==> src/rtl/dcache_controller_pkg.sv <==
// Shared types for the data-cache controller and its neighbours.
// Request opcodes and controller state encoding.
package torrence_types;

    typedef enum logic [1:0] {
        LOAD    = 2'd0,
        STORE   = 2'd1,
        CLFLUSH = 2'd2
    } memory_operation_e;

    typedef enum logic [1:0] {
        IDLE         = 2'd0,
        WRITEBACK    = 2'd1,
        ALLOCATE     = 2'd2,
        WRITE_AROUND = 2'd3
    } dcache_state_e;

endpackage

==> src/rtl/dcache_controller_beat_counter.sv <==
// Beat counter for multi-word L2 block transfers.
// Wraps modulo N; last flags the final beat of a block.
module beat_counter #(
    parameter int N = 4
) (
    input  logic                 clk,
    input  logic                 reset,
    input  logic                 clear,
    input  logic                 incr,
    output logic [$clog2(N)-1:0] count,
    output logic                 last
);

    localparam int IW = $clog2(N);

    always_ff @(posedge clk) begin
        if (reset || clear) begin
            count <= '0;
        end else if (incr) begin
            count <= count + 1'b1;
        end
    end

    assign last = (count == IW'(N - 1));

endmodule

==> src/rtl/dcache_controller.sv <==
// Write-back data-cache controller: hit service, dirty victim write-back,
// block allocate with replay, dirty-aware flush and optional write-around.
module dcache_controller
    import torrence_types::*;
#(
    parameter int  WORDS_PER_BLOCK = 4,
    parameter bit  WRITE_ALLOCATE  = 1'b1,
    localparam int IDX_W           = $clog2(WORDS_PER_BLOCK)
) (
    input  logic              clk,
    input  logic              reset,
    input  logic              pipe_req_valid,
    input  memory_operation_e pipe_req_type,
    output logic              pipe_req_fulfilled,
    input  logic              valid_block_match,
    input  logic              victim_dirty,
    output logic              l2_req_valid,
    output memory_operation_e l2_req_type,
    input  logic              l2_req_fulfilled,
    output logic [IDX_W-1:0]  word_index,
    output logic              l2_addr_sel_victim,
    output logic              load_mode,
    output logic              perform_write,
    output logic              set_dirty,
    output logic              clear_selected_dirty_bit,
    output logic              clear_selected_valid_bit,
    output logic              set_new_l2_block_address,
    output logic              finish_new_line_install,
    output logic              busy
);

    dcache_state_e    state, state_nxt;
    logic             flush_q, flush_nxt;
    logic [IDX_W-1:0] cnt;
    logic             last;
    logic             cnt_clear, cnt_incr;
    logic             is_flush, is_mem, around;

    assign cnt_clear = (state == IDLE);
    assign cnt_incr  = l2_req_valid && l2_req_fulfilled
                     && (state != WRITE_AROUND);

    beat_counter #(.N(WORDS_PER_BLOCK)) u_beat_counter (
        .clk   (clk),
        .reset (reset),
        .clear (cnt_clear),
        .incr  (cnt_incr),
        .count (cnt),
        .last  (last)
    );

    assign is_flush = (pipe_req_type == CLFLUSH);
    assign is_mem   = (pipe_req_type == LOAD) || (pipe_req_type == STORE);
    assign around   = (pipe_req_type == STORE) && !WRITE_ALLOCATE;

    always_ff @(posedge clk) begin
        if (reset) begin
            state   <= IDLE;
            flush_q <= 1'b0;
        end else begin
            state   <= state_nxt;
            flush_q <= flush_nxt;
        end
    end

    always_comb begin
        state_nxt                = state;
        flush_nxt                = flush_q;
        pipe_req_fulfilled       = 1'b0;
        perform_write            = 1'b0;
        set_dirty                = 1'b0;
        clear_selected_dirty_bit = 1'b0;
        clear_selected_valid_bit = 1'b0;
        set_new_l2_block_address = 1'b0;
        finish_new_line_install  = 1'b0;
        unique case (state)
            IDLE: begin
                if (pipe_req_valid) begin
                    unique case (1'b1)
                        is_flush && !valid_block_match: begin
                            pipe_req_fulfilled = 1'b1;
                        end
                        is_flush && valid_block_match && !victim_dirty: begin
                            clear_selected_valid_bit = 1'b1;
                            pipe_req_fulfilled       = 1'b1;
                        end
                        is_flush && valid_block_match && victim_dirty: begin
                            state_nxt = WRITEBACK;
                            flush_nxt = 1'b1;
                        end
                        is_mem && valid_block_match: begin
                            pipe_req_fulfilled = 1'b1;
                            perform_write      = (pipe_req_type == STORE);
                            set_dirty          = (pipe_req_type == STORE);
                        end
                        is_mem && !valid_block_match && around: begin
                            set_new_l2_block_address = 1'b1;
                            state_nxt                = WRITE_AROUND;
                        end
                        is_mem && !valid_block_match && !around: begin
                            set_new_l2_block_address = 1'b1;
                            flush_nxt                = 1'b0;
                            state_nxt = victim_dirty ? WRITEBACK : ALLOCATE;
                        end
                        default: ;
                    endcase
                end
            end
            WRITEBACK: begin
                if (l2_req_fulfilled && last) begin
                    clear_selected_dirty_bit = 1'b1;
                    if (flush_q) begin
                        clear_selected_valid_bit = 1'b1;
                        pipe_req_fulfilled       = 1'b1;
                        state_nxt                = IDLE;
                    end else begin
                        state_nxt = ALLOCATE;
                    end
                end
            end
            ALLOCATE: begin
                if (l2_req_fulfilled) begin
                    perform_write = 1'b1;
                    if (last) begin
                        finish_new_line_install = 1'b1;
                        state_nxt               = IDLE;
                    end
                end
            end
            WRITE_AROUND: begin
                if (l2_req_fulfilled) begin
                    pipe_req_fulfilled = 1'b1;
                    state_nxt          = IDLE;
                end
            end
            default: begin
                state_nxt                = dcache_state_e'('x);
                flush_nxt                = 1'bx;
                pipe_req_fulfilled       = 1'bx;
                perform_write            = 1'bx;
                set_dirty                = 1'bx;
                clear_selected_dirty_bit = 1'bx;
                clear_selected_valid_bit = 1'bx;
                set_new_l2_block_address = 1'bx;
                finish_new_line_install  = 1'bx;
            end
        endcase
        // An aborted transfer must not leave a half-updated line behind.
        if (reset) begin
            pipe_req_fulfilled       = 1'b0;
            perform_write            = 1'b0;
            set_dirty                = 1'b0;
            clear_selected_dirty_bit = 1'b0;
            clear_selected_valid_bit = 1'b0;
            set_new_l2_block_address = 1'b0;
            finish_new_line_install  = 1'b0;
        end
    end

    always_comb begin
        l2_req_valid       = 1'b0;
        l2_req_type        = LOAD;
        word_index         = '0;
        l2_addr_sel_victim = 1'b0;
        load_mode          = 1'b0;
        busy               = (state != IDLE);
        unique case (state)
            IDLE: ;
            WRITEBACK: begin
                l2_req_valid       = 1'b1;
                l2_req_type        = STORE;
                l2_addr_sel_victim = 1'b1;
                word_index         = cnt;
            end
            ALLOCATE: begin
                l2_req_valid = 1'b1;
                load_mode    = 1'b1;
                word_index   = cnt;
            end
            WRITE_AROUND: begin
                l2_req_valid = 1'b1;
                l2_req_type  = STORE;
            end
            default: begin
                l2_req_valid       = 1'bx;
                l2_req_type        = memory_operation_e'('x);
                word_index         = 'x;
                l2_addr_sel_victim = 1'bx;
                load_mode          = 1'bx;
                busy               = 1'bx;
            end
        endcase
    end

endmodule

==> config.mk <==
export PLATFORM = sky130hd
export DESIGN_NAME = dcache_controller
export DESIGN_NICKNAME = d
export VERILOG_FILES = /design/src/rtl/dcache_controller_pkg.sv /design/src/rtl/dcache_controller_beat_counter.sv /design/src/rtl/dcache_controller.sv
export SDC_FILE = /design/constraint.sdc
export NUM_CORES = 1
export LEC_CHECK = 0
export CAP_MARGIN = 20
export CORE_MARGIN = 4
export CORE_UTILIZATION = 34
export CTS_CLUSTER_DIAMETER = 80
export DETAILED_ROUTE_END_ITERATION = 12
export PLACE_DENSITY = 0.74
export SLEW_MARGIN = 10
export SYNTH_ARGS = -nofsm -noshare
export SYNTH_HDL_FRONTEND = slang
export SYNTH_SLANG_ARGS = --single-unit
==> constraint.sdc <==
create_clock -name clk -period 3.83 [get_ports clk]
set_input_delay 0.766 -clock clk [delete_from_list [all_inputs] [get_ports clk]]
set_output_delay 0.766 -clock clk [all_outputs]
set_load 0.01 [all_outputs]
# ---- Yosys cells after proc, flatten, opt, wreduce, memory -nomap -nowiden
# Cells that the tools add are included.
dict set report totals {
  ff_bits 5
  latchBits 0
  ram_bits 0
  rom_bits 0
  in_bits 8
  out_inout_bits 15
  word_cells 83
  n_memories 0
}
dict set report classes {
  n_addsub 1
  n_mul 0
  n_div 0
  n_lt_le_gt_ge 0
  eq_ne 13
  shifts 0
  muxes 43
  n_bitwise 0
  reduce_logical 23
}
# op n
set op_table {}
lappend op_table {{1-bit 2-to-1 mux} 29}
lappend op_table {{2-bit 2-to-1 mux} 8}
lappend op_table {{2-bit inequality test, second input constant} 6}
lappend op_table {{1-bit logical AND} 9}
lappend op_table {{2-bit == test, second input constant} 4}
lappend op_table {{2-bit case mux with 4 select lines} 1}
lappend op_table {{1-bit case mux with 2 select lines} 3}
lappend op_table {{6-bit AND reduction} 1}
lappend op_table {{3-bit OR reduction} 2}
lappend op_table {{2-bit by 1-bit == test with 1-bit output, second input constant} 2}
lappend op_table {{2-bit zero test} 2}
lappend op_table {{2-bit case mux with 2 select lines} 1}
lappend op_table {{2-bit nonzero test} 2}
lappend op_table {{2-bit OR reduction} 2}
lappend op_table {{3-bit inequality test, second input constant} 1}
lappend op_table {{1-bit case mux with 3 select lines} 1}
lappend op_table {{3-bit AND reduction} 1}
lappend op_table {{2-bit by 1-bit adder with 2-bit output, second input constant} 1}
lappend op_table {{1-bit zero test} 2}
lappend op_table {{1-bit logical OR} 2}

# ---- Depth between registers and ports, before layout
# Gate-level depths: netlist of the first run.
dict set report logic_depth {
  depth_word 8
  depth_mapped 7
  depth_no_buf 6
}

# ---- Cells and area by module
# Synthesis of the first run repeated with hierarchy kept, for this count alone.
dict set report unflattened {
  hier_cells 63
  hier_area_um2 541.8
}
# mod instances cells_each area_each_um2 seq_area_each_um2
set by_module_without_submodules {}
lappend by_module_without_submodules {dcache_controller 1 56 450.4 60.1}
lappend by_module_without_submodules {beat_counter 1 7 91.3 40.0}

# ---- Worst setup path before layout of the first run
# OpenSTA, ideal clock, no wires.
dict set report synth_path {
  path_type {in2out}
  startpoint {input reset}
  endpoint {output perform_write}
  arrival_ps 1652
  required_time_ps 3064
  setup_slack_ps 1412
  cell_stages 3
  path_buffers 1
  path_cell_list {clkbuf_1 > nor4_1 > a21o_1}
}
dict set report synth_between {
  elab_chain_cells 1
}
# element line
set synth_rtl {}
lappend synth_rtl {{from (decl)} dcache_controller.sv:11} ;# input logic reset,
lappend synth_rtl {{1-bit 2-to-1 mux} dcache_controller.sv:149} ;# if (reset) begin
lappend synth_rtl {{to (decl)} dcache_controller.sv:23} ;# output logic perform_write,
# Every way passes these cells.

# ---- Final worst setup path of the first run
dict set report layout_path {
  startpoint {input pipe_req_valid}
  endpoint {output pipe_req_fulfilled}
}
dict set report layout_between {
  elab_chain_cells 3
}
# element line
set layout_rtl {}
lappend layout_rtl {{from (decl)} dcache_controller.sv:12} ;# input logic pipe_req_valid,
lappend layout_rtl {{1-bit 2-to-1 mux} dcache_controller.sv:78} ;# if (pipe_req_valid) begin
lappend layout_rtl {{1-bit case mux with 3 select lines} dcache_controller.sv:76} ;# unique case (state)
lappend layout_rtl {{1-bit 2-to-1 mux} dcache_controller.sv:149}
lappend layout_rtl {{to (decl)} dcache_controller.sv:14} ;# output logic pipe_req_fulfilled,
# Every way passes these cells.

==> results.json, run 1 <==
{
  "status": "completed",
  "path_class": "in -> out",
  "critPathMaxFanout": 5,
  "ios": 23,
  "grt_antenna_before_repair": 0,
  "instances_no_fill": 96,
  "synth-async-reset-ratio_pct": 0,
  "grt_max_degree": 11,
  "routed_via_density": 5.52,
  "total_power_mw": 0.239,
  "hpwl_um": 950,
  "num_rows": 13,
  "drive_gt1_share_pct": 7.41,
  "arrival_ns": 2.49,
  "crit_path_max_incr_delay_ns": 0.58,
  "fin_nets": 95,
  "post_cts_buffers": 0,
  "fmax_ghz": 0.307,
  "ir_worst_vdd_mv": 0.220,
  "syn_area_per_cell_sq_um": 7.95,
  "synth_cell_types": 30,
  "synth_top_area_share_pct": 21.0,
  "overflow": 0,
  "finalSetupTns_ns": 0,
  "place_area_sq_um": 683,
  "fin_crit_ns": 3.26,
  "crit_path_start_kind": "input port",
  "syn_nets": 73,
  "cts_resized": 0,
  "ys_seq_area_share_pct": 21.0,
  "crit_path_cell_trace": "clkdlybuf4s50_1 > nand2_1 > a211oi_1 > a21oi_1 > nor3_1 > clkdlybuf4s50_1",
  "via_count": 530,
  "crit_slowest_cell": "clkdlybuf4s50_1",
  "skew_ns": 0.00699,
  "crit_required_ns": 3.06,
  "die_h_um": 45.4,
  "final_util_pct": 53.8,
  "drt-pass1-iter-count": 2,
  "ant_nets": 0,
  "cts_tree": "done",
  "crit_family": "buffers and inverters",
  "routed_wl_um": 1190,
  "clock_latency_ns": 0.25,
  "drt_iter0_markers": 5,
  "fin_area_sq_um": 709,
  "synthTopCellsByCount": "5 x dfxtp_1, 5 x ha_1, 4 x nor2_1, 4 x nor3_1",
  "areaGrowthSynthToFinish_pct": 48.8,
  "cts.sinks": 5,
  "core_sq_um": 1320,
  "crit_buf_inv": 2,
  "port_buffers": 21,
  "dieArea_sq_um": 2070,
  "yosysTopAreaCell": "dfxtp_1",
  "die_x_um": 45.4,
  "final_max_slew_viol_count": 0,
  "cts_buffers": 3,
  "clockBufferDepth": 2,
  "powerDensity_nw_per_um2": 336,
  "diodes": 0,
  "ys.flop_type": "dfxtp_1",
  "clk_pin_slew_ns": 0.05,
  "hold_path.class": "reg -> reg",
  "syn-instance-count": 60,
  "ys_ff_latch": 5,
  "synth_warnings": 0,
  "critPathMostFrequentCell": "clkdlybuf4s50_1",
  "track_usage_pct": 13.8,
  "synth-edff-count": 0,
  "start_util_pct": 36.2,
  "grt_pass1_vias": 478,
  "detail_route.wl_per_cell_um": 12.4,
  "synthTopCellsByArea": "dfxtp_1 21%, ha_1 13%, nor3_1 4.2%",
  "drv_cap": 0,
  "grt_pass1_wl_um": 1930,
  "end_kind": "primary output",
  "setup_viol": 0,
  "reg2reg_slack_ns": 1.99,
  "htreeDepth": 1,
  "rsz0062_at_grt": "false",
  "clock-root-buffer": "clkbuf_4",
  "syn_area_sq_um": 477,
  "finalHoldViolCount": 0,
  "globalplace.congestion": 0.717,
  "layout_worst_path_cycle_share_pct": 85.1,
  "ctsHoldBuffers": 0,
  "drc": 0,
  "p_leak_nw": 0.291,
  "dp_cells": 92
}
## cells by family after synthesis
| logic type | count (synthesis) | synth area share, % |
|---|---|---|
| other | 1 | 0.787 |
| XOR/XNOR | 1 | 1.84 |
| adder cells (fa/ha/maj) | 5 | 13.1 |
| AO/OA/AOI/OAI | 16 | 25.5 |
| buffers and inverters | 7 | 7.09 |
| flip-flops | 5 | 21.0 |
| multiplexers | 1 | 2.10 |
| AND/OR/NAND/NOR | 24 | 28.6 |
## through the flow
stage | hold WS (ns) | setup slack, ns
final | 0.526 | 0.569
after global routing | 0.577 | 0.465
after CTS | 0.523 | 0.552
after detailed placement | 0.518 | 0.551
after global placement | 0.511 | 0.596
after floorplan | 0.488 | 1.41
## registers in the layout, indices dropped and copies added, names as in the netlist
register,count
state,2
flush_q,1
u_beat_counter.count,2
## path summary, 6_finish.rpt
path                            depth (start not counted)      startpoint                 end
worst max-delay path                                    6  pipe_req_valid  pipe_req_fulfilled
worst max register to register                          6        state[1]            state[0]
worst min-delay path                                    2        state[0]            state[0]
worst min register to register                          2        state[0]            state[0]
## per-layer routing
layer  GRT usage, %  routed length, um  vias to the layer above
met2           21.7                569                       19
li1               -                  -                      263
met5              0                  0                        -
met1           13.9                485                      243
met3           6.32                 94                        5
met4           10.5                 40                        0
## power breakdown
part,total [mW],switching (mW),internal [mW]
registers,0.0618,0.00448,0.0573
clock network,0.0631,0.0236,0.0395
logic,0.114,0.0560,0.0576
total,0.239,0.0841,0.154
## tightest hold or removal path: cells and delay by family, from the launching register on
family | cells | cell delay (ns)
DFF | 1 | 0.33
AOI/OAI and AO/OA | 2 | 0.15
## layout make-up
cell class / count / area, sq um
inverters: 3 / 11.3
flip-flops and latches: 5 / 100
repair buffers: 21 / 210
clock buffers: 4 / 26.3
well taps: 15 / 18.8
fillers: 141 / 608
multi-input cells: 48 / 343
## layout by cell type, fill, tap and decap left out, drive strengths merged
cell type      instances
or4b                   1
or2                    1
xnor2                  1
o21ai                  2
and3b                  1
and3                   2
clkdlybuf4s50         21
ha                     5
a21o                   2
nor2                   4
a211oi                 1
o21bai                 1
a221oi                 2
nor4                   2
nor3                   4
a21oi                  3
and2                   3
a31o                   1
a311oi                 1
a41oi                  1
mux2i                  1
dfxtp                  5
nor2b                  2
clkbuf                 4
inv                    3
conb                   1
a2bb2oi                1
nand2                  3
nand4                  1
o21a                   1
Note: power is estimated with default switching activity, not from simulation.
==> run 2, diff against run 1 <==
SLEW_MARGIN = 15   (was 10)
==> results of run 2 <==
The final DEF is identical to that of run 1; final timing and power are the same.
==> run 3, diff against run 2 <==
CAP_MARGIN = default   (was 20)
CORE_MARGIN = default   (was 4)
==> results.json, run 3 (synthesis results as in run 1) <==
{
  "status": "completed",
  "layout_commonest_cell": "clkdlybuf4s50_1",
  "cts_resized": 0,
  "dp_cells": 92,
  "fin_nets": 95,
  "post_cts_buffers": 0,
  "die_x_um": 39.4,
  "track_usage_pct": 16.0,
  "overflow": 0,
  "clockBufferDepth": 2,
  "hold_path.class": "reg -> reg",
  "clock_latency_ns": 0.24,
  "crit_path_cell_trace": "clkdlybuf4s50_1 > nor4_1 > a21o_1 > clkdlybuf4s50_1",
  "routed_wl_um": 1080,
  "crit_path_max_incr_delay_ns": 0.59,
  "path_class": "in -> out",
  "areaGrowthSynthToFinish_pct": 48.8,
  "wl_met3_um": 63,
  "largestRegisters": "state (2), u_beat_counter.count (2), flush_q (1)",
  "grt_max_degree": 11,
  "rsz0062_at_grt": "false",
  "drt-pass1-iter-count": 4,
  "num_rows": 13,
  "wl_met1_um": 512,
  "grt_pass1_vias": 410,
  "cts_buffers": 3,
  "final_cell_mix": "21 x clkdlybuf4s50_1, 5 x ha_1, 5 x dfxtp_1, 4 x nor2_1, 4 x nor3_1",
  "setup_viol": 0,
  "detail_route.wl_per_cell_um": 11.3,
  "p_leak_nw": 0.291,
  "cts.sinks": 5,
  "critPathMostFrequentCell": "clkdlybuf4s50_1",
  "seq_area_sq_um": 100,
  "ant_nets": 0,
  "ios": 23,
  "clk_pin_slew_ns": 0.04,
  "clock-root-buffer": "clkbuf_4",
  "via_count": 501,
  "grt_antenna_before_repair": 0,
  "total_power_mw": 0.236,
  "drt_iter0_markers": 9,
  "crit_buf_inv": 2,
  "instances_no_fill": 96,
  "crit_path_start_kind": "input port",
  "critPathMaxFanout": 10,
  "hpwl_um": 841,
  "crit_family": "buffers and inverters",
  "finalHoldViolCount": 0,
  "powerDensity_nw_per_um2": 333,
  "end_kind": "primary output",
  "fillers": 145,
  "routed_via_density": 5.22,
  "globalplace.congestion": 0.783,
  "wl_met2_um": 505,
  "multi_input_area_sq_um": 343,
  "finalWorstSetupSlack_ns": 0.588,
  "layout_worst_path_cycle_share_pct": 84.6,
  "skew_ns": 0.00239,
  "finalSetupTns_ns": 0,
  "final_max_slew_viol_count": 0,
  "fmax_ghz": 0.308,
  "core_sq_um": 1300,
  "topRoutingLayerUsed": "met3",
  "ir_worst_vdd_mv": 0.156,
  "htreeDepth": 1,
  "port_buffers": 21,
  "drc": 0,
  "dieArea_sq_um": 1560,
  "fin_crit_ns": 3.24,
  "ctsHoldBuffers": 0,
  "grt_pass1_wl_um": 1690,
  "arrival_ns": 2.48,
  "start_util_pct": 36.6,
  "die_h_um": 39.4,
  "drv_cap": 0,
  "pre_cts_ws_ns": 0.585,
  "crit_slowest_cell": "clkdlybuf4s50_1",
  "drive_gt1_share_pct": 7.41,
  "crit_required_ns": 3.06,
  "diodes": 0,
  "cts_tree": "done"
}
-- run 3: final timing paths --
kind,from,to,slack [ns],cells past startpoint
max,reset,perform_write,0.59,4
min,state[0],state[0],0.52,2
max reg2reg,state[1],state[0],2.02,6
min reg2reg,state[0],state[0],0.52,2
-- run 3: area by class of cell --
type	instances	area share [%]
timing repair buffer	21	29.6
clock buffer	4	3.70
multi-input combinational	48	48.3
inverter	3	1.59
sequential	5	14.1
tap	15	2.65
-- run 3: worst register-to-register path: stages (launching register included) --
cell and delay, ns:
dfxtp_1 0.36, inv_1 0.09, ha_1 0.27, or2_4 0.28, a2bb2oi_2 0.15, or4b_1 0.47, a21oi_1 0.13
-- run 3: layer usage --
metal  global-route usage [%]  up-vias
met3                     5.11        0
met2                     26.6       18
met5                        0        -
li1                         -      261
met1                     19.0      222
met4                     5.17        0
-- run 3: where the power goes --
part	switching (mW)	internal [mW]
logic	0.0547	0.0576
registers	0.00442	0.0573
clock network	0.0225	0.0394
total	0.0816	0.154
-- run 3: through the flow --
| step | hold slack [ns] | utilization (%) | instance area, sq um |
|---|---|---|---|
| 2_1_floorplan | 0.488 | - | 477 |
| 3_3_place_gp | 0.509 | 52.5 | 683 |
| 3_5_place_dp | 0.512 | 52.5 | 683 |
| 4_1_cts | 0.519 | 54.5 | 709 |
| 5_1_grt | 0.581 | 54.5 | 709 |
| 6_report | 0.520 | 54.5 | 709 |
